--- src/rtl/gtfraw_vnc_prbs_err_mon.sv ---
// PRBS error monitor: lock/loss FSM plus saturating word, bit and loss counters.
// Three-stage pipe: capture, popcount, FSM and statistics update.
module gtfraw_vnc_prbs_err_mon #(
  parameter int NBITS      = 16,
  parameter int LOCK_CNT   = 64,
  parameter int UNLOCK_CNT = 4,
  parameter int CNT_W      = 32
) (
  input  logic             CLK,
  input  logic             RST,
  input  logic [NBITS-1:0] ERR_IN,
  input  logic             EN,
  input  logic             CLR,
  output logic             LOCKED,
  output logic             LOCK_LOST,
  output logic [CNT_W-1:0] WORD_CNT,
  output logic [CNT_W-1:0] WORD_ERR_CNT,
  output logic [CNT_W-1:0] BIT_ERR_CNT,
  output logic [CNT_W-1:0] LOSS_CNT
);

  localparam int PW = $clog2(NBITS + 1);
  localparam logic [15:0] LC = 16'(LOCK_CNT);
  localparam logic [15:0] UC = 16'(UNLOCK_CNT);
  localparam logic [CNT_W-1:0] C_ONE = CNT_W'(1);

  typedef enum logic {
    S_SEARCH = 1'b0,
    S_LOCKED = 1'b1
  } state_t;

  logic [NBITS-1:0] r_s0_word;
  logic             r_s0_vld;
  logic [PW-1:0]    r_s1_pop;
  logic             r_s1_err;
  logic             r_s1_vld;

  state_t           r_state;
  logic [15:0]      r_clean_run;
  logic [15:0]      r_err_run;
  logic             r_lock_lost;
  logic [CNT_W-1:0] r_word_cnt;
  logic [CNT_W-1:0] r_word_err_cnt;
  logic [CNT_W-1:0] r_bit_err_cnt;
  logic [CNT_W-1:0] r_loss_cnt;

  logic [PW-1:0]    w_pop;
  logic [15:0]      w_clean_nxt;
  logic [15:0]      w_err_nxt;
  logic [CNT_W:0]   w_bit_sum;

  function automatic logic [CNT_W-1:0] f_inc(
    input logic [CNT_W-1:0] v
  );
    return (&v) ? v : v + C_ONE;
  endfunction

  always_comb begin
    w_pop = '0;
    for (int i = 0; i < NBITS; i++) begin
      w_pop = w_pop + PW'(r_s0_word[i]);
    end
  end

  assign w_clean_nxt = (&r_clean_run) ? r_clean_run
                     : r_clean_run + 16'd1;
  assign w_err_nxt   = (&r_err_run) ? r_err_run
                     : r_err_run + 16'd1;
  assign w_bit_sum   = {1'b0, r_bit_err_cnt}
                     + {{(CNT_W + 1 - PW){1'b0}}, r_s1_pop};

  always_ff @(posedge CLK) begin
    if (RST) begin
      r_s0_word <= '0;
      r_s0_vld  <= 1'b0;
      r_s1_pop  <= '0;
      r_s1_err  <= 1'b0;
      r_s1_vld  <= 1'b0;
    end else begin
      r_s0_word <= ERR_IN;
      r_s0_vld  <= EN;
      r_s1_pop  <= w_pop;
      r_s1_err  <= |r_s0_word;
      r_s1_vld  <= r_s0_vld;
    end
  end

  always_ff @(posedge CLK) begin
    if (RST) begin
      r_state        <= S_SEARCH;
      r_clean_run    <= '0;
      r_err_run      <= '0;
      r_lock_lost    <= 1'b0;
      r_word_cnt     <= '0;
      r_word_err_cnt <= '0;
      r_bit_err_cnt  <= '0;
      r_loss_cnt     <= '0;
    end else begin
      r_lock_lost <= 1'b0;
      if (r_s1_vld) begin
        unique case (r_state)
          S_SEARCH: begin
            if (r_s1_err) begin
              r_clean_run <= '0;
            end else if (w_clean_nxt == LC) begin
              r_state     <= S_LOCKED;
              r_clean_run <= '0;
            end else begin
              r_clean_run <= w_clean_nxt;
            end
          end
          S_LOCKED: begin
            r_word_cnt <= f_inc(r_word_cnt);
            if (r_s1_err) begin
              r_word_err_cnt <= f_inc(r_word_err_cnt);
              r_bit_err_cnt  <= w_bit_sum[CNT_W] ? '1
                              : w_bit_sum[CNT_W-1:0];
              if (w_err_nxt == UC) begin
                r_state     <= S_SEARCH;
                r_err_run   <= '0;
                r_lock_lost <= 1'b1;
                r_loss_cnt  <= f_inc(r_loss_cnt);
              end else begin
                r_err_run <= w_err_nxt;
              end
            end else begin
              r_err_run <= '0;
            end
          end
          default: r_state <= S_SEARCH;
        endcase
      end
      // clear wins over any same-cycle increment
      if (CLR) begin
        r_word_cnt     <= '0;
        r_word_err_cnt <= '0;
        r_bit_err_cnt  <= '0;
        r_loss_cnt     <= '0;
      end
    end
  end

  assign LOCKED       = (r_state == S_LOCKED);
  assign LOCK_LOST    = r_lock_lost;
  assign WORD_CNT     = r_word_cnt;
  assign WORD_ERR_CNT = r_word_err_cnt;
  assign BIT_ERR_CNT  = r_bit_err_cnt;
  assign LOSS_CNT     = r_loss_cnt;

endmodule

--- config.mk ---
export PLATFORM = sky130hd
export DESIGN_NAME = gtfraw_vnc_prbs_err_mon
export DESIGN_NICKNAME = d
export VERILOG_FILES = /design/src/rtl/gtfraw_vnc_prbs_err_mon.sv
export SDC_FILE = /design/constraint.sdc
export NUM_CORES = 1
export LEC_CHECK = 0
export CAP_MARGIN = 20
export CORE_MARGIN = 2
export CORE_UTILIZATION = 55
export DETAILED_ROUTE_END_ITERATION = 6
export GPL_TIMING_DRIVEN = 0
export PLACE_DENSITY = 0.78
export SETUP_SLACK_MARGIN = 0.05
export SYNTH_ARGS = -nofsm -noshare
export SYNTH_HDL_FRONTEND = slang
export SYNTH_SLANG_ARGS = --single-unit
export TNS_END_PERCENT = 5
--- constraint.sdc ---
create_clock -name CLK -period 8.3 [get_ports CLK]
set_input_delay 1.66 -clock CLK [delete_from_list [all_inputs] [get_ports CLK]]
set_output_delay 1.66 -clock CLK [all_outputs]
set_load 0.005 [all_outputs]
Word level (Yosys, flattened, before mapping)
Index checks and enable logic that the tools add are counted.
{ "op_classes": {"n_addsub": 21, "n_eq_ne": 2, "n_mux": 13, "bitwise_logic": 6, "reduce_logical": 14} }
{ "op_table": {"columns": ["cell", "count"], "rows": [
  ["$add 32x1->32 const B", 3],
  ["$mux 16", 6],
  ["$reduce_and 32->1", 3],
  ["$add 5x1->5", 11],
  ["$add 32x5->33", 1],
  ["$add 16x1->16 const B", 2],
  ["$mux 32", 1],
  ["$reduce_and 16->1", 2],
  ["$eq 16x3->1 const B", 1],
  ["$eq 16x7->1 const B", 1],
  ["$reduce_or 16->1", 1],
  ["$not 1->1", 6],
  ["$reduce_and 3->1", 2],
  ["$add 4x1->5", 1],
  ["$mux 1", 5],
  ["$reduce_and 5->1", 1],
  ["$add 3x1->4", 1],
  ["$reduce_and 2->1", 2],
  ["$reduce_and 4->1", 1],
  ["$reduce_or 4->1", 1],
  ["$add 2x1->3", 1],
  ["$add 1x1->2", 1],
  ["$pmux 1 s2", 1],
  ["$reduce_or 2->1", 1]
]} }
{ "totals": {"register_bits": 186} }

Logic depth before layout (Yosys ltp)
{ "depth": {"depth_word": 15, "depth_mapped": 13, "depth_no_buf": 13} }

Worst setup path before layout
No wires, ideal clock.
{ "synth_timing": {"kind": "flip-flop to flip-flop", "start": "register r_s0_word[0]", "end": "register r_s1_pop[3]", "arrival_ps": 3130, "required_ps": 8172, "path_slack_ps": 5043, "path_stages_with_launch": 12, "n_path_buf": 0, "period_less_slack_ps": 3257, "path_cell_list": "dfxtp_1 inv_1 fa_1 fa_1 fa_1 fa_1 inv_1 ha_1 a21o_1 a21oi_1 xor2_1 nor2_1"} }
{ "synth_between": {"elab_chain_len": 15} }
{ "synth_lines": {"columns": ["item", "line", "text"], "rows": [
  ["start, declared", "32", "logic [NBITS-1:0] r_s0_word;"],
  ["start signal, assigned", "74", "r_s0_word <= '0;"],
  ["start signal, assigned", "80", "r_s0_word <= ERR_IN;"],
  ["$add 1x1->2", "61", "w_pop = w_pop + PW'(r_s0_word[i]);"],
  ["$add 2x1->3", "61", null],
  ["$add 3x1->4", "61", null],
  ["$add 4x1->5", "61", null],
  ["$add 5x1->5 (11 in series)", "61", null],
  ["end signal, assigned", "82", "r_s1_pop <= w_pop;"],
  ["end, declared", "34", "logic [PW-1:0] r_s1_pop;"]
]} }
No other way between the ends.
A chain may end at the register's enable or synchronous reset.

Final worst setup path
{ "layout_timing": {"start": "input RST", "end": "register r_word_err_cnt[8] (netlist: WORD_ERR_CNT[8])"} }
{ "layout_between": {"elab_chain_len": 1} }
{ "layout_lines": {"columns": ["item", "line", "text"], "rows": [
  ["start, declared", "10", "input logic RST,"],
  ["$reduce_or 2->1 (no line)", null, null],
  ["end signal, assigned", "115", "r_word_err_cnt <= f_inc(r_word_err_cnt);"],
  ["end, declared", "43", "logic [CNT_W-1:0] r_word_err_cnt;"]
]} }
No other way between the ends.

==> reports/metrics.yaml <==
route.vias.total: 9793
num_io_pins: 150
slowest_delay_ns: 0.66
hold_viol_final: 0
clock_path_buffers: 2
grt_use_total_pct: 29.0
ir_drop_mv: 0.146
setup_viol: 0
syn_inst: 1198
critPathCaptureType: "flip-flop"
diodes: 0
worst_setup_path_start_kind: "input pin"
overflow: 0
cts_buffers: 17
die_h_um: 138
antenna_found_initial: 0
dr.pass1.iters: 7
viasPerCell: 6.11
max_slew.worst_pin.slew_ns: 0.869
path_max_fanout: 10
worstSetupPathType: "input pin to flip-flop"
min_to: "r_s1_vld"
synthFlopType: "dfxtp_1"
violations: "design-rule violations"
rr_startpoint: "r_err_run[0]"
drive_gt1_share_pct: 4.93
max_freq_ghz: 0.259
totalPowerFinal_mw: 1.82
yosysSeqAreaShare_pct: 37.7
port_buffers: 149
clock_latency_ns: 0.44
drcViolationCount: 4
fin_util_pct: 70.0
wl_per_cell_um: 17.2
finalCritPeriodShare_pct: 46.5
syn_area_mm2: 0.00987
status: "finished, violations left"
reg2reg_to: "LOSS_CNT[27]"
required_ns: 8.60
synth_warnings: 0
final_cell_mix: "dfxtp_1, clkdlybuf4s50_1, nor2_1"
cts_tree: "yes"
dieArea_mm2: 0.0190
hpwl_um: 19900
final_antenna_net_count: 0
tns_ns: 0
fillers: 1445
cts_sinks: 186
reg2reg_slack_ns: 4.79
row_count: 48
grt_max_degree: 17
cpMaxStageDelayCell: "clkbuf_1"
grt_pass1_wl_um: 44000
drt_first_iter_violations: 896
hp-class: "flip-flop to flip-flop"
gp_congestion: 0.916
maxSlewViolCount: 0
max-cap-violations: 0
final_common_cell: "dfxtp_1"
synth_edf_count: 0
cts_setup_buffers: 0
finalClockSkew_ns: 0.0123
timing.critical_path.cells: "clkdlybuf4s50_1 > or2_2 > clkbuf_1 > clkbuf_1 > clkbuf_1 > nor2_1"
final_nets: 1413
regArea_mm2: 0.00372
async_flop_share_pct: 0
synth_nets: 1245
arrival_ns: 4.15
hold_start: "r_s0_vld"
core_mm2: 0.0174
maxSlewHeadroom_pct: 41.2
start_util_pct: 56.7
hold_depth: 1
fin_crit_ns: 3.86
cpMostUsedCell: "clkbuf_1"
p_per_area_mw_per_mm2: 149
clk_pin_slew_ns: 0.07
grt_pass1_vias: 8822
avgSynthCellArea_um2: 8.24
netlist-cell-type-count: 70
ctsHtreeMaxLevel: 4
multi_input_area_mm2: 0.00566
worst-r2r-cell-count: 10
drt-total-wl_um: 27500
rsz0062_at_grt: "false"
p_leak_nw: 3.93
die_x_um: 138
area_growth_pct: 23.6
cts_root_buf: "clkbuf_16"
synth-seq-cells: 186
postCtsHoldBufs: 0
post_cts_resized: 0
==> routing by layer <==
metal | vias up | wire (um) | GRT usage (%) | part of all wire (%)
met2 | 397 | 13000 | 47.2 | 47
met5 | - | 0 | 0 | 0
met4 | 0 | 532 | 9.47 | 1.9
met3 | 47 | 2000 | 4.57 | 7.3
li1 | 4693 | - | - | -
met1 | 4656 | 12000 | 39.6 | 43
==> report_power, final <==
group / internal (mW) / switching, mW
logic: 0.0538 / 0.0734
registers: 0.904 / 0.00568
clock network: 0.411 / 0.368
==> critical path, delay by kind of cell <==
kind	cells	cell delay [ns]
buf+inv	4	2.20
simple gates	2	0.28
==> cell usage after synthesis (all sizes together), types with 3 or more instances <==
master	number	area [um2]
a311oi	3	26.3
nor3	51	260
a21o	5	37.5
nor2b	24	150
nor2	113	424
or4	17	131
ha	16	200
nand4	45	324
a31o	3	26.3
xor2	21	184
nand4b	3	26.3
o21ai	46	230
or2	4	25.0
a31oi	13	81.3
and3	19	119
o31ai	10	75.1
a211oi	7	52.6
nand3	58	303
a32oi	3	26.3
mux2i	14	140
nor4	36	274
o41ai	7	61.3
nor3b	8	60.1
buf	18	113
nor4b	6	52.6
a21oi	90	450
dfxtp	186	3720
nand2	91	342
or3	40	255
and4	19	166
xnor2	55	482
fa	11	220
and2	20	125
inv	50	188
o311ai	8	70.1
clkbuf	49	184
==> logic make-up (layout without fill, tap and decap cells) <==
kind of cell	after synthesis	count (layout)	synth area share (%)
buf+inv	117	298	4.91
compound gates	217	217	13.5
xor+xnor	76	76	6.75
mux	15	15	1.53
simple gates	560	560	31.3
fa+ha+maj	27	27	4.26
flops	186	186	37.7
==> cell type report <==
cell class	count	area share, %
multi-input cells	895	46.4
inverters	50	1.54
clock buffers	21	3.86
repair buffers	149	12.2
well taps	225	2.31
clock inverters	11	0.718
flip-flops and latches	186	30.5
plain buffers	67	2.43
==> sequential cells by signal (all words and copies together) (netlist names), 5 cells and up <==
signal,count
WORD_CNT,32
WORD_ERR_CNT,32
LOSS_CNT,32
r_clean_run,16
BIT_ERR_CNT,32
r_s0_word,16
r_err_run,16
r_s1_pop,5
==> how the worst max path moves through the flow <==
stage                             from          endpoint  slack, ns  cells after the start
after detailed placement           RST   WORD_ERR_CNT[9]       4.07                      6
after global placement             RST  WORD_ERR_CNT[10]       4.06                      6
after CTS                          RST   WORD_ERR_CNT[8]       4.49                      6
final                              RST   WORD_ERR_CNT[8]       4.44                      6
after global routing               RST   WORD_ERR_CNT[5]       4.33                      6
after floorplan           r_s0_word[0]       r_s1_pop[3]       5.04                     11
==> per-stage QoR <==
step | std cells | setup slack [ns] | area, um2 | hold slack (ns)
global route | 1604 | 4.33 | 12200 | 0.461
floorplan | 1198 | 5.04 | 9870 | 0.414
CTS | 1604 | 4.49 | 12200 | 0.441
finish | 1604 | 4.44 | 12200 | 0.438
global placement | 1572 | 4.06 | 11600 | 0.421
detailed placement | 1572 | 4.07 | 11600 | 0.425
Power figures use the tool's default switching activity.
